`src/rtl/ctr_pkg.sv`:
```
// Shared types and constants for the parametrised up/down counter.
package ctr_pkg;

    // Counter FSM states.
    typedef enum logic {
        ST_COUNT = 1'b0,
        ST_ERROR = 1'b1
    } ctr_state_e;

    // Bound behaviour selectors for the WRAP parameter.
    localparam int MODE_SAT  = 0;
    localparam int MODE_WRAP = 1;

    // Even parity of a 6-bit load word, kept for integrity extensions.
    function automatic logic parity6(input logic [5:0] v);
        return ^v;
    endfunction

endpackage

```
`src/rtl/ctr_next_calc.sv`:
```
// Combinational next-count and terminal-count detection for COUNT state.
// Arithmetic is carried in WIDTH+1 bits so bound crossings are never lost
// to truncation; a single correction suffices because step <= MAX_VAL.
module ctr_next_calc
    import ctr_pkg::*;
#(
    parameter int WIDTH   = 4,
    parameter int MAX_VAL = 12,
    parameter int STEP_W  = 2,
    parameter int WRAP    = MODE_SAT
) (
    input  logic [WIDTH-1:0]  i_cur,
    input  logic [STEP_W-1:0] i_step,
    input  logic              i_dir,
    output logic [WIDTH-1:0]  o_nxt,
    output logic              o_hit
);

    localparam logic [WIDTH:0] LP_MAX = (WIDTH+1)'(MAX_VAL);
    localparam logic [WIDTH:0] LP_MOD = (WIDTH+1)'(MAX_VAL + 1);

    logic [WIDTH:0] w_cur_ext;
    logic [WIDTH:0] w_step_ext;
    logic [WIDTH:0] w_sum;
    logic           w_step_nz;

    assign w_cur_ext  = {1'b0, i_cur};
    assign w_step_ext = (WIDTH+1)'(i_step);
    assign w_sum      = w_cur_ext + w_step_ext;
    assign w_step_nz  = (i_step != {STEP_W{1'b0}});

    // Select next value and bound-hit flag for the requested direction.
    always_comb begin
        o_nxt = i_cur;
        o_hit = 1'b0;
        if (i_dir) begin
            if (w_sum > LP_MAX) begin
                o_hit = 1'b1;
                if (WRAP == MODE_WRAP) begin
                    o_nxt = WIDTH'(w_sum - LP_MOD);
                end else begin
                    o_nxt = WIDTH'(LP_MAX);
                end
            end else begin
                o_nxt = WIDTH'(w_sum);
                o_hit = (w_sum == LP_MAX) && w_step_nz;
            end
        end else begin
            if (w_step_ext > w_cur_ext) begin
                o_hit = 1'b1;
                if (WRAP == MODE_WRAP) begin
                    o_nxt = WIDTH'((w_cur_ext + LP_MOD) - w_step_ext);
                end else begin
                    o_nxt = {WIDTH{1'b0}};
                end
            end else begin
                o_nxt = WIDTH'(w_cur_ext - w_step_ext);
                o_hit = (w_step_ext == w_cur_ext) && w_step_nz;
            end
        end
    end

endmodule

```
`src/rtl/updown_counter_param.sv`:
```
// Parametrised up/down counter with programmable step, saturate or wrap
// at the bounds, range-checked parallel load with an explicit error state,
// and a registered terminal-count pulse.
module updown_counter_param
    import ctr_pkg::*;
#(
    parameter int WIDTH   = 4,
    parameter int MAX_VAL = 12,
    parameter int STEP_W  = 2,
    parameter int WRAP    = MODE_SAT
) (
    input  logic              clk,
    input  logic              rst,
    input  logic              en,
    input  logic              dir,
    input  logic              load,
    input  logic [STEP_W-1:0] step,
    input  logic [WIDTH+1:0]  data,
    output logic [WIDTH-1:0]  out,
    output logic              err,
    output logic              tc
);

    localparam logic [WIDTH-1:0] ERR_VAL      = {WIDTH{1'b1}};
    localparam logic [WIDTH+1:0] LP_MAX_DATA  = (WIDTH+2)'(MAX_VAL);

    // ERR_VAL must stay outside the counting range, and a step must never
    // need more than one modulo correction.
    if (MAX_VAL >= (2**WIDTH) - 1) begin : g_bad_max
        $error("updown_counter_param: MAX_VAL must be below 2**WIDTH-1");
    end
    if ((2**STEP_W) - 1 > MAX_VAL) begin : g_bad_step
        $error("updown_counter_param: 2**STEP_W-1 must not exceed MAX_VAL");
    end

    ctr_state_e       r_state;
    ctr_state_e       w_state_nxt;
    logic [WIDTH-1:0] r_out;
    logic [WIDTH-1:0] w_out_nxt;
    logic             r_err;
    logic             w_err_nxt;
    logic             r_tc;
    logic             w_tc_nxt;

    logic [WIDTH-1:0] w_calc_nxt;
    logic             w_calc_hit;
    logic             w_load_ok;

    assign w_load_ok = (data <= LP_MAX_DATA);

    ctr_next_calc #(
        .WIDTH   (WIDTH),
        .MAX_VAL (MAX_VAL),
        .STEP_W  (STEP_W),
        .WRAP    (WRAP)
    ) u_next_calc (
        .i_cur  (r_out),
        .i_step (step),
        .i_dir  (dir),
        .o_nxt  (w_calc_nxt),
        .o_hit  (w_calc_hit)
    );

    // Next state and outputs: hold on !en, then load, then count.
    always_comb begin
        w_state_nxt = r_state;
        w_out_nxt   = r_out;
        w_err_nxt   = r_err;
        w_tc_nxt    = 1'b0;
        if (!en) begin
            w_state_nxt = r_state;
            w_out_nxt   = r_out;
            w_err_nxt   = r_err;
        end else if (load) begin
            if (w_load_ok) begin
                w_state_nxt = ST_COUNT;
                w_out_nxt   = data[WIDTH-1:0];
                w_err_nxt   = 1'b0;
            end else begin
                w_state_nxt = ST_ERROR;
                w_out_nxt   = ERR_VAL;
                w_err_nxt   = 1'b1;
            end
        end else begin
            case (r_state)
                ST_COUNT: begin
                    w_out_nxt = w_calc_nxt;
                    w_tc_nxt  = w_calc_hit;
                    w_err_nxt = 1'b0;
                end
                ST_ERROR: begin
                    w_out_nxt = ERR_VAL;
                    w_err_nxt = 1'b1;
                end
                default: begin
                    // Unknown encoding: park in the error state.
                    w_state_nxt = ST_ERROR;
                    w_out_nxt   = ERR_VAL;
                    w_err_nxt   = 1'b1;
                end
            endcase
        end
    end

    // State and output registers with asynchronous clear.
    always_ff @(posedge clk or posedge rst) begin
        if (rst) begin
            r_state <= ST_COUNT;
            r_out   <= {WIDTH{1'b0}};
            r_err   <= 1'b0;
            r_tc    <= 1'b0;
        end else begin
            r_state <= w_state_nxt;
            r_out   <= w_out_nxt;
            r_err   <= w_err_nxt;
            r_tc    <= w_tc_nxt;
        end
    end

    assign out = r_out;
    assign err = r_err;
    assign tc  = r_tc;

endmodule

```
`config.mk`:
```
export PLATFORM = sky130hd
export DESIGN_NAME = updown_counter_param
export DESIGN_NICKNAME = d
export VERILOG_FILES = /design/src/rtl/ctr_pkg.sv /design/src/rtl/ctr_next_calc.sv /design/src/rtl/updown_counter_param.sv
export SDC_FILE = /design/constraint.sdc
export NUM_CORES = 1
export LEC_CHECK = 0
export CAP_MARGIN = 10
export CORE_ASPECT_RATIO = 1.5
export CORE_UTILIZATION = 25
export DETAILED_ROUTE_END_ITERATION = 12
export GPL_ROUTABILITY_DRIVEN = 1
export PLACE_DENSITY = 0.56
export SKIP_CTS_REPAIR_TIMING = 1
export SLEW_MARGIN = 10
export SYNTH_ARGS = -nofsm -noshare
export SYNTH_HDL_FRONTEND = slang
export SYNTH_SLANG_ARGS = --single-unit
```
`constraint.sdc`:
```
create_clock -name clk -period 2.77 [get_ports clk]
set_clock_uncertainty 0.2 [all_clocks]
set_input_delay 0.831 -clock clk [delete_from_list [all_inputs] [get_ports clk]]
set_output_delay 0.831 -clock clk [all_outputs]
set_load 0.01 [all_outputs]
```
# == Yosys cells after proc, flatten, opt, wreduce, memory -nomap -nowiden ==
# Cells that the tools add are included.
# op_classes
bitwise_logic,1
n_reduce_logical,4
muxes,15
n_eq_ne,2
magnitude_cmp,3
add_sub_neg,2
# ops
operator,n
4-bit 2-to-1 mux,5
1-bit 2-to-1 mux,8
4-bit one-hot mux with 2 select lines,1
6-bit by 4-bit <= comparator with 1-bit output (second input constant),1
4-bit by 2-bit adder with 5-bit output,1
5-bit by 4-bit equality test with 1-bit output (second input constant),1
5-bit by 4-bit greater-than comparator with 1-bit output (second input constant),1
2-bit by 4-bit equality test with 1-bit output,1
2-bit by 4-bit greater-than comparator with 1-bit output,1
4-bit by 2-bit subtractor with 4-bit output,1
1-bit logical AND,2
1-bit one-hot mux with 2 select lines,1
2-bit AND reduction,1
2-bit nonzero test,1
1-bit inverter,1
# totals
reg_bits,7
inputBits,13
wordCells,31

# == Depth between registers and ports, before layout ==
# Gate-level depths: netlist (run 1).
# depth
word_depth,8
mapped_depth,8
depth_no_buf,8

# == Hierarchy ==
# A second synthesis (run 1) with hierarchy kept.
# unflattened
cells_unflattened,89
area_unflattened_um2,725.7
# modules_own_cells
mod,seq_area_each_um2,cells_each,area_each_um2,instances
ctr_next_calc,0.0,54,385.4,1
updown_counter_param,175.2,35,340.3,1

# == Worst setup path after synthesis (run 1) ==
# No wires, ideal clock.
# synth_path
path_type,in2reg
startpoint,in step[0]
endpoint,"reg r_tc, in the netlist tc"
setup_ps,135
n_path_buf,0
cell_stages,7
setup_slack_ps,307
arrival_time_ps,2129
path_cell_list,ha_1 inv_1 fa_1 nor4bb_1 o22ai_1 a41oi_1 a311oi_1
# synth_between
elab_chain_cells,8
# synth_rtl
element,line,rtl
from (decl),updown_counter_param.sv:17,"input logic [STEP_W-1:0] step,"
"parallel branches: the longest is 4 deep, another holds 4-bit by 2-bit adder with 5-bit output",-,
1-bit 2-to-1 mux *,ctr_next_calc.sv:36,if (i_dir) begin
1-bit 2-to-1 mux *,updown_counter_param.sv:85,case (r_state)
1-bit 2-to-1 mux *,updown_counter_param.sv:74,end else if (load) begin
1-bit 2-to-1 mux *,updown_counter_param.sv:70,if (!en) begin
net w_tc_nxt,updown_counter_param.sv:43,logic w_tc_nxt;
to (signal assigned),updown_counter_param.sv:116,r_tc <= w_tc_nxt;
to (decl),updown_counter_param.sv:42,logic r_tc;
# Mark *: on every way through the listed nets, which the timed path passes.
# A chain may end at the register's enable or synchronous reset.

# == Worst setup path after layout (run 1) ==
# layout_path
startpoint,in step[1]
endpoint,"reg r_out[1], in the netlist out[1]"
# layout_between
elab_chain_cells,6
# layout_rtl
element,line,rtl
4-bit by 2-bit adder with 5-bit output,ctr_next_calc.sv:29,assign w_sum = w_cur_ext + w_step_ext;
5-bit by 4-bit greater-than comparator with 1-bit output,ctr_next_calc.sv:37,if (w_sum > LP_MAX) begin
4-bit 2-to-1 mux,ctr_next_calc.sv:37,
4-bit 2-to-1 mux *,ctr_next_calc.sv:36,
4-bit one-hot mux with 2 select lines *,updown_counter_param.sv:85,
4-bit 2-to-1 mux *,updown_counter_param.sv:74,
to (signal assigned),updown_counter_param.sv:109,r_out <= {WIDTH{1'b0}};
to (signal assigned),updown_counter_param.sv:114,r_out <= w_out_nxt;
to (decl),updown_counter_param.sv:38,logic [WIDTH-1:0] r_out;
# Every way passes the cells marked *; elsewhere a longest branch is shown, timed or not.

==> results of run 1 <==
[layout make-up]
| cell class | instances | area [µm²] |
|---|---|---|
| fill | 268 | 1550 |
| multi-input combinational | 68 | 522 |
| timing repair buffer | 33 | 295 |
| sequential | 7 | 175 |
| tap | 37 | 46.3 |
| clock buffer | 4 | 45.0 |
| inverter | 11 | 41.3 |
[state kept, by name, summed over array words and instances, names as in the netlist]
signal and cells:
r_state 1, tc 1, out 4, err 1
[cell usage in the layout (no fill, tap or decap), types with 3 or more instances in the layout]
master / instances
o21ai_0: 3
clkbuf_8: 3
a21oi_1: 4
nand2_1: 6
clkdlybuf4s50_1: 17
nor2b_1: 3
nand3_1: 3
dfrtp_1: 7
inv_1: 11
nor2_1: 11
buf_4: 15
ha_1: 3
a41oi_1: 3
[metrics by stage]
| stage | instances | setup slack (ns) | util |
|---|---|---|---|
| after floorplan | 91 | 0.307 | - |
| after global placement | 155 | -0.326 | 0.378 |
| after detailed placement | 155 | -0.351 | 0.378 |
| after CTS | 159 | -0.116 | 0.395 |
| after global routing | 160 | -0.0287 | 0.420 |
| final | 160 | 0.0480 | 0.420 |
[worst max-delay path by stage]
| stage | cells past startpoint | endpoint | slack, ns | start |
|---|---|---|---|---|
| floorplan | 7 | tc$_DFF_PP0_ | 0.31 | step[0] |
| global placement | 9 | out[3]$_DFFE_PP0P_ | -0.33 | step[0] |
| detailed placement | 9 | out[3]$_DFFE_PP0P_ | -0.35 | step[0] |
| CTS | 9 | out[3]$_DFFE_PP0P_ | -0.12 | step[0] |
| global route | 7 | tc$_DFF_PP0_ | -0.03 | step[1] |
| finish | 9 | out[1]$_DFFE_PP0P_ | 0.05 | step[1] |
[where the power goes]
| part | switching [W] | leakage (nW) | internal, W | total [W] |
|---|---|---|---|---|
| Clock | 0.0000475 | 0.0228 | 0.0000999 | 0.000147 |
| Combinational | 0.0000956 | 0.383 | 0.000112 | 0.000207 |
| Sequential | 0.0000152 | 0.0750 | 0.000113 | 0.000128 |
| Total | 0.000158 | 0.481 | 0.000324 | 0.000482 |
[logic make-up after synthesis]
kind of cell	count (synthesis)
flip-flops	7
AO/OA/AOI/OAI	28
AND/OR/NAND/NOR	34
buffers and inverters	16
adder cells (fa/ha/maj)	6
[critical path: stages]
cell,delay [ns]
clkdlybuf4s50_1,0.48
inv_1,0.09
buf_4,0.15
fa_2,0.38
nor3_2,0.22
buf_4,0.14
nor2_1,0.04
a21oi_1,0.19
a221oi_2,0.09
[per-layer routing]
layer	GRT usage	share of wire
met5	0	0
met3	0.0190	0.024
met4	0.106	0.024
met2	0.293	0.58
met1	0.151	0.37
==> results.yml, run 1 <==
global_routing:
  grt_use_total: 0.158
  grt_pass1_wl_um: 3440
  antenna_found_initial: 0
  grt_pass1_vias: 810
  grt_overflow: 0
  grt_start_max_net_pins: 13
synthesis:
  synthFlopType: "dfrtp_1"
  synth_area_leader_cell: "dfrtp_1"
  ys_seq_area_frac: 0.248
  async_reset_ff_frac: 1.00
  yosys.area_share.xor_xnor: 0
  syn_inst: 91
  yosys_warnings: 0
  synth-seq-cells: 7
  synth_top_cells_by_area: "dfrtp_1, ha_1, nor2_1, inv_1, fa_1"
  synthMostInstantiatedCell: "nor2_1"
  syn_area_um2: 706
  syn_area_per_cell_um2: 7.75
  synth-simple-area-share: 0.243
  synth_compound_area_frac: 0.285
  synth_top_family_by_area: "compound AO/OA/AOI/OAI gates"
  synth.mux.area_fraction: 0
  yosys.cell_types.count: 35
  synth_nets: 110
  yosys.area.top_type_share: 0.248
  synth_common_cells: "nor2_1, inv_1, dfrtp_1"
  synth_edf_count: 0
  synthAdderAreaFrac: 0.128
sta:
  hold_slack_ns: 0.397
  drv_slew: 0
  worstMarginPinSlew_ns: 0.447
  fmax_ghz: 0.367
  slew_headroom: 0.702
  rsz0062_at_grt: "true"
  finalCritPeriodShare: 0.983
  fin_setup_tns_ns: 0
  period_needed_ns: 2.72
  finalSetupViolations: 0
  hold_viol: 0
detailed_routing:
  wl_um: 2210
  drcViolationCount: 0
  wire_per_inst_um: 13.8
  viasPerCell: 5.11
  first_pass_iters: 6
  drtAntennaViolNets: 0
  drtIter0Drc: 15
  vias: 817
outcome:
  outcome: "finished clean"
critical_path:
  rr_worst_depth: 9
  rrSetupSlack_ns: 0.59
  critical_path_arrival_ns: 2.63
  crit_required_ns: 2.67
  crit_path_start_kind: "input port"
  cp_max_fo: 3
  worstReg2RegStart: "out[0]$_DFFE_PP0P_"
  cp-end-kind: "register"
  regToRegEndpoint: "out[1]$_DFFE_PP0P_"
  critPathKind: "input port to register"
power_and_ir_drop:
  power.leakage_nw: 0.481
  power_w: 0.000482
  irDropWorstVdd_mv: 0.275
  power.density_mw_per_mm2: 429
floorplanning:
  num_rows: 23
  initial_core_util: 0.264
  pin_count: 19
  die_area_mm2: 0.00304
  die_y_um: 67.1
  die_x_um: 45.4
  core_area_mm2: 0.00268
finish:
  n_antenna_cell: 0
  drive_above_1_share: 0.252
  syn_to_final_growth_pct: 59.4
  stdcell_area_mm2: 0.00112
  nets: 143
hold_path:
  min_from: "err$_DFFE_PP0P_"
  hold_path_class: "register to register"
  hold_depth: 2
  min_to: "err$_DFFE_PP0P_"
clock_tree:
  insertion_delay_ns: 0.23
  cts_tree: "built"
  clockRootBuffer: "clkbuf_8"
  max-clock-path-buffers: 2
  cts_sinks: 7
  h-tree-depth: 1
  numCtsBuffers: 3
  path_clk_slew_ns: 0.04
place:
  dp_hpwl_um: 1700
  place_congestion: 0.841
  post_dp_cell_area_mm2: 0.00101
  port-buffer-count: 18
run:
  drv_cap: 0
Note: power is estimated with default switching activity, not from simulation.
==> inputs of run 2 (changes only) <==
--- a/config.mk
+++ b/config.mk
@@ -8,10 +8,12 @@
 export CAP_MARGIN = 10
 export CORE_ASPECT_RATIO = 1.5
 export CORE_UTILIZATION = 25
+export CTS_CLUSTER_SIZE = 28
 export DETAILED_ROUTE_END_ITERATION = 12
 export GPL_ROUTABILITY_DRIVEN = 1
 export PLACE_DENSITY = 0.56
 export SKIP_CTS_REPAIR_TIMING = 1
+export SKIP_LAST_GASP = 1
 export SLEW_MARGIN = 10
 export SYNTH_ARGS = -nofsm -noshare
 export SYNTH_HDL_FRONTEND = slang
==> results of run 2 <==
Final layout, timing and power as in run 1 (identical DEF).
==> inputs of run 3 (changes only) <==
--- a/config.mk
+++ b/config.mk
@@ -8,6 +8,7 @@
 export CAP_MARGIN = 10
 export CORE_ASPECT_RATIO = 1.5
 export CORE_UTILIZATION = 25
+export CTS_BUF_LIST = sky130_fd_sc_hd__clkbuf_8
 export CTS_CLUSTER_SIZE = 28
 export DETAILED_ROUTE_END_ITERATION = 12
 export GPL_ROUTABILITY_DRIVEN = 1
==> run 3 against run 2 <==
  * First-iteration DRC count is the same
  * Maximum frequency about the same
  * Die area unchanged
  * Total power is 0.77% lower
  * Critical path type unchanged
  * Highest routed layer unchanged
==> results.yml, run 3 (same netlist as run 1, synthesis figures left out) <==
power_and_ir_drop:
  power.density_mw_per_mm2: 426
  switching_share: 0.331
  comb_power_share: 0.433
  p_clk_frac: 0.301
  irDropWorstVdd_mv: 0.275
  power.internal_w: 0.000320
  p_seq_frac: 0.267
  netSwitchingPower_w: 0.000158
  power.leakage_nw: 0.485
global_routing:
  grt_use_total: 0.158
  grt_overflow: 0
  antenna_found_initial: 0
  grt_pass1_wl_um: 3440
  grt_pass1_vias: 810
  grt_start_max_net_pins: 13
sta:
  drv_slew: 0
  fin_setup_tns_ns: 0
  rsz0062_at_grt: "true"
  fmax_ghz: 0.367
  worstMarginPinSlew_ns: 0.442
  finalCritPeriodShare: 0.983
  period_needed_ns: 2.72
  slew_headroom: 0.705
  finalSetupViolations: 0
  hold_viol: 0
  hold_slack_ns: 0.397
place:
  place_congestion: 0.841
  port-buffer-count: 18
  place_inst: 155
  dp_hpwl_um: 1700
  post_dp_cell_area_mm2: 0.00101
finish:
  fillCellCount: 268
  final_cell_mix: "clkdlybuf4s50_1, buf_4, inv_1"
  drive_above_1_share: 0.252
  nets: 143
  postLayoutCoreUtil: 0.420
  stdcell_area_mm2: 0.00112
  final_common_cell: "clkdlybuf4s50_1"
  syn_to_final_growth_pct: 59.4
  largest_reg_flops: 4
  final_cells: 160
  n_antenna_cell: 0
detailed_routing:
  viasPerCell: 5.12
  drtIter0Drc: 15
  wl_um: 2200
  drtAntennaViolNets: 0
  vias: 819
  wire_per_inst_um: 13.8
  first_pass_iters: 6
  drcViolationCount: 0
critical_path:
  rrSetupSlack_ns: 0.59
  crit_required_ns: 2.67
  cp-end-kind: "register"
  crit_start: "step[1]"
  cp_max_fo: 3
  crit_chain: "clkdlybuf4s50_1 > inv_1 > buf_4 > fa_2 > nor3_2 > buf_4 > nor2_1 > a21oi_1 > a221oi_2"
  rr_worst_depth: 9
  worstReg2RegStart: "out[0]$_DFFE_PP0P_"
  slowest_stage: "clkdlybuf4s50_1"
  slowest_delay_ns: 0.48
  cpMostUsedCell: "buf_4"
  crit_path_start_kind: "input port"
  critical_path_arrival_ns: 2.63
  regToRegEndpoint: "out[1]$_DFFE_PP0P_"
  critPathKind: "input port to register"
  setup.worst_path.end: "out[1]$_DFFE_PP0P_"
floorplanning:
  die_area_mm2: 0.00304
  die_x_um: 45.4
  core_area_mm2: 0.00268
  die_y_um: 67.1
  pin_count: 19
  num_rows: 23
  initial_core_util: 0.264
outcome:
  outcome: "finished clean"
run:
  drv_cap: 0
clock_tree:
  cts_sinks: 7
  clockRootBuffer: "clkbuf_8"
  insertion_delay_ns: 0.23
  numCtsBuffers: 3
  h-tree-depth: 1
  max-clock-path-buffers: 2
  cts_tree: "built"
  path_clk_slew_ns: 0.04
hold_path:
  hold_path_class: "register to register"
-- run 3: changes by cell type in the layout (fill, tap and decap cells not counted) --
cell      before  now
clkbuf_1       1    0
inv_1         11   12
-- run 3: cell type report --
class / instances / area (µm²) / share of cell area
Timing Repair Buffer: 33 / 295 / 0.263
Clock inverter: 1 / 3.75 / 0.00334
Inverter: 11 / 41.3 / 0.0367
Multi-Input combinational cell: 68 / 522 / 0.464
Sequential cell: 7 / 175 / 0.156
Tap cell: 37 / 46.3 / 0.0412
Clock buffer: 3 / 41.3 / 0.0367
-- run 3: worst min-delay path by stage --
| stage | depth (start not counted) | slack, ns | endpoint | start |
|---|---|---|---|---|
| 3_3_place_gp | 2 | 0.38 | err$_DFFE_PP0P_ | err$_DFFE_PP0P_ |
| 4_1_cts | 2 | 0.40 | err$_DFFE_PP0P_ | err$_DFFE_PP0P_ |
| 5_1_grt | 2 | 0.43 | err$_DFFE_PP0P_ | err$_DFFE_PP0P_ |
| 6_report | 2 | 0.40 | err$_DFFE_PP0P_ | err$_DFFE_PP0P_ |
| 3_5_place_dp | 2 | 0.38 | err$_DFFE_PP0P_ | err$_DFFE_PP0P_ |
| 2_1_floorplan | 2 | 0.35 | r_state$_DFFE_PP0P_ | r_state$_DFFE_PP0P_ |
-- run 3: critical path, delay by kind of cell --
family	cells	cell delay, ns
AND/OR/NAND/NOR	2	0.26
adder cells (fa/ha/maj)	1	0.38
buffers and inverters	4	0.86
AO/OA/AOI/OAI	2	0.29
-- run 3: routing by layer --
layer / part of all wire / track usage
met5: 0 / 0
met4: 0.022 / 0.106
met3: 0.024 / 0.0190
met2: 0.58 / 0.293
met1: 0.37 / 0.151
-- run 3: power by group through the flow --
stage | sequential [W] | combinational, W | clock (W)
floorplan | 0.000126 | 0.000101 | 0
finish | 0.000128 | 0.000207 | 0.000144
CTS | 0.000126 | 0.000186 | 0.000146
global route | 0.000130 | 0.000227 | 0.000154
detailed placement | 0.000127 | 0.000185 | 0
global placement | 0.000127 | 0.000183 | 0
-- run 3: stage by stage --
step,total power (W),setup WS (ns)
2_1_floorplan,0.000226,0.307
3_3_place_gp,0.000310,-0.326
3_5_place_dp,0.000312,-0.351
4_1_cts,0.000458,-0.116
5_1_grt,0.000510,-0.0285
6_report,0.000479,0.0484
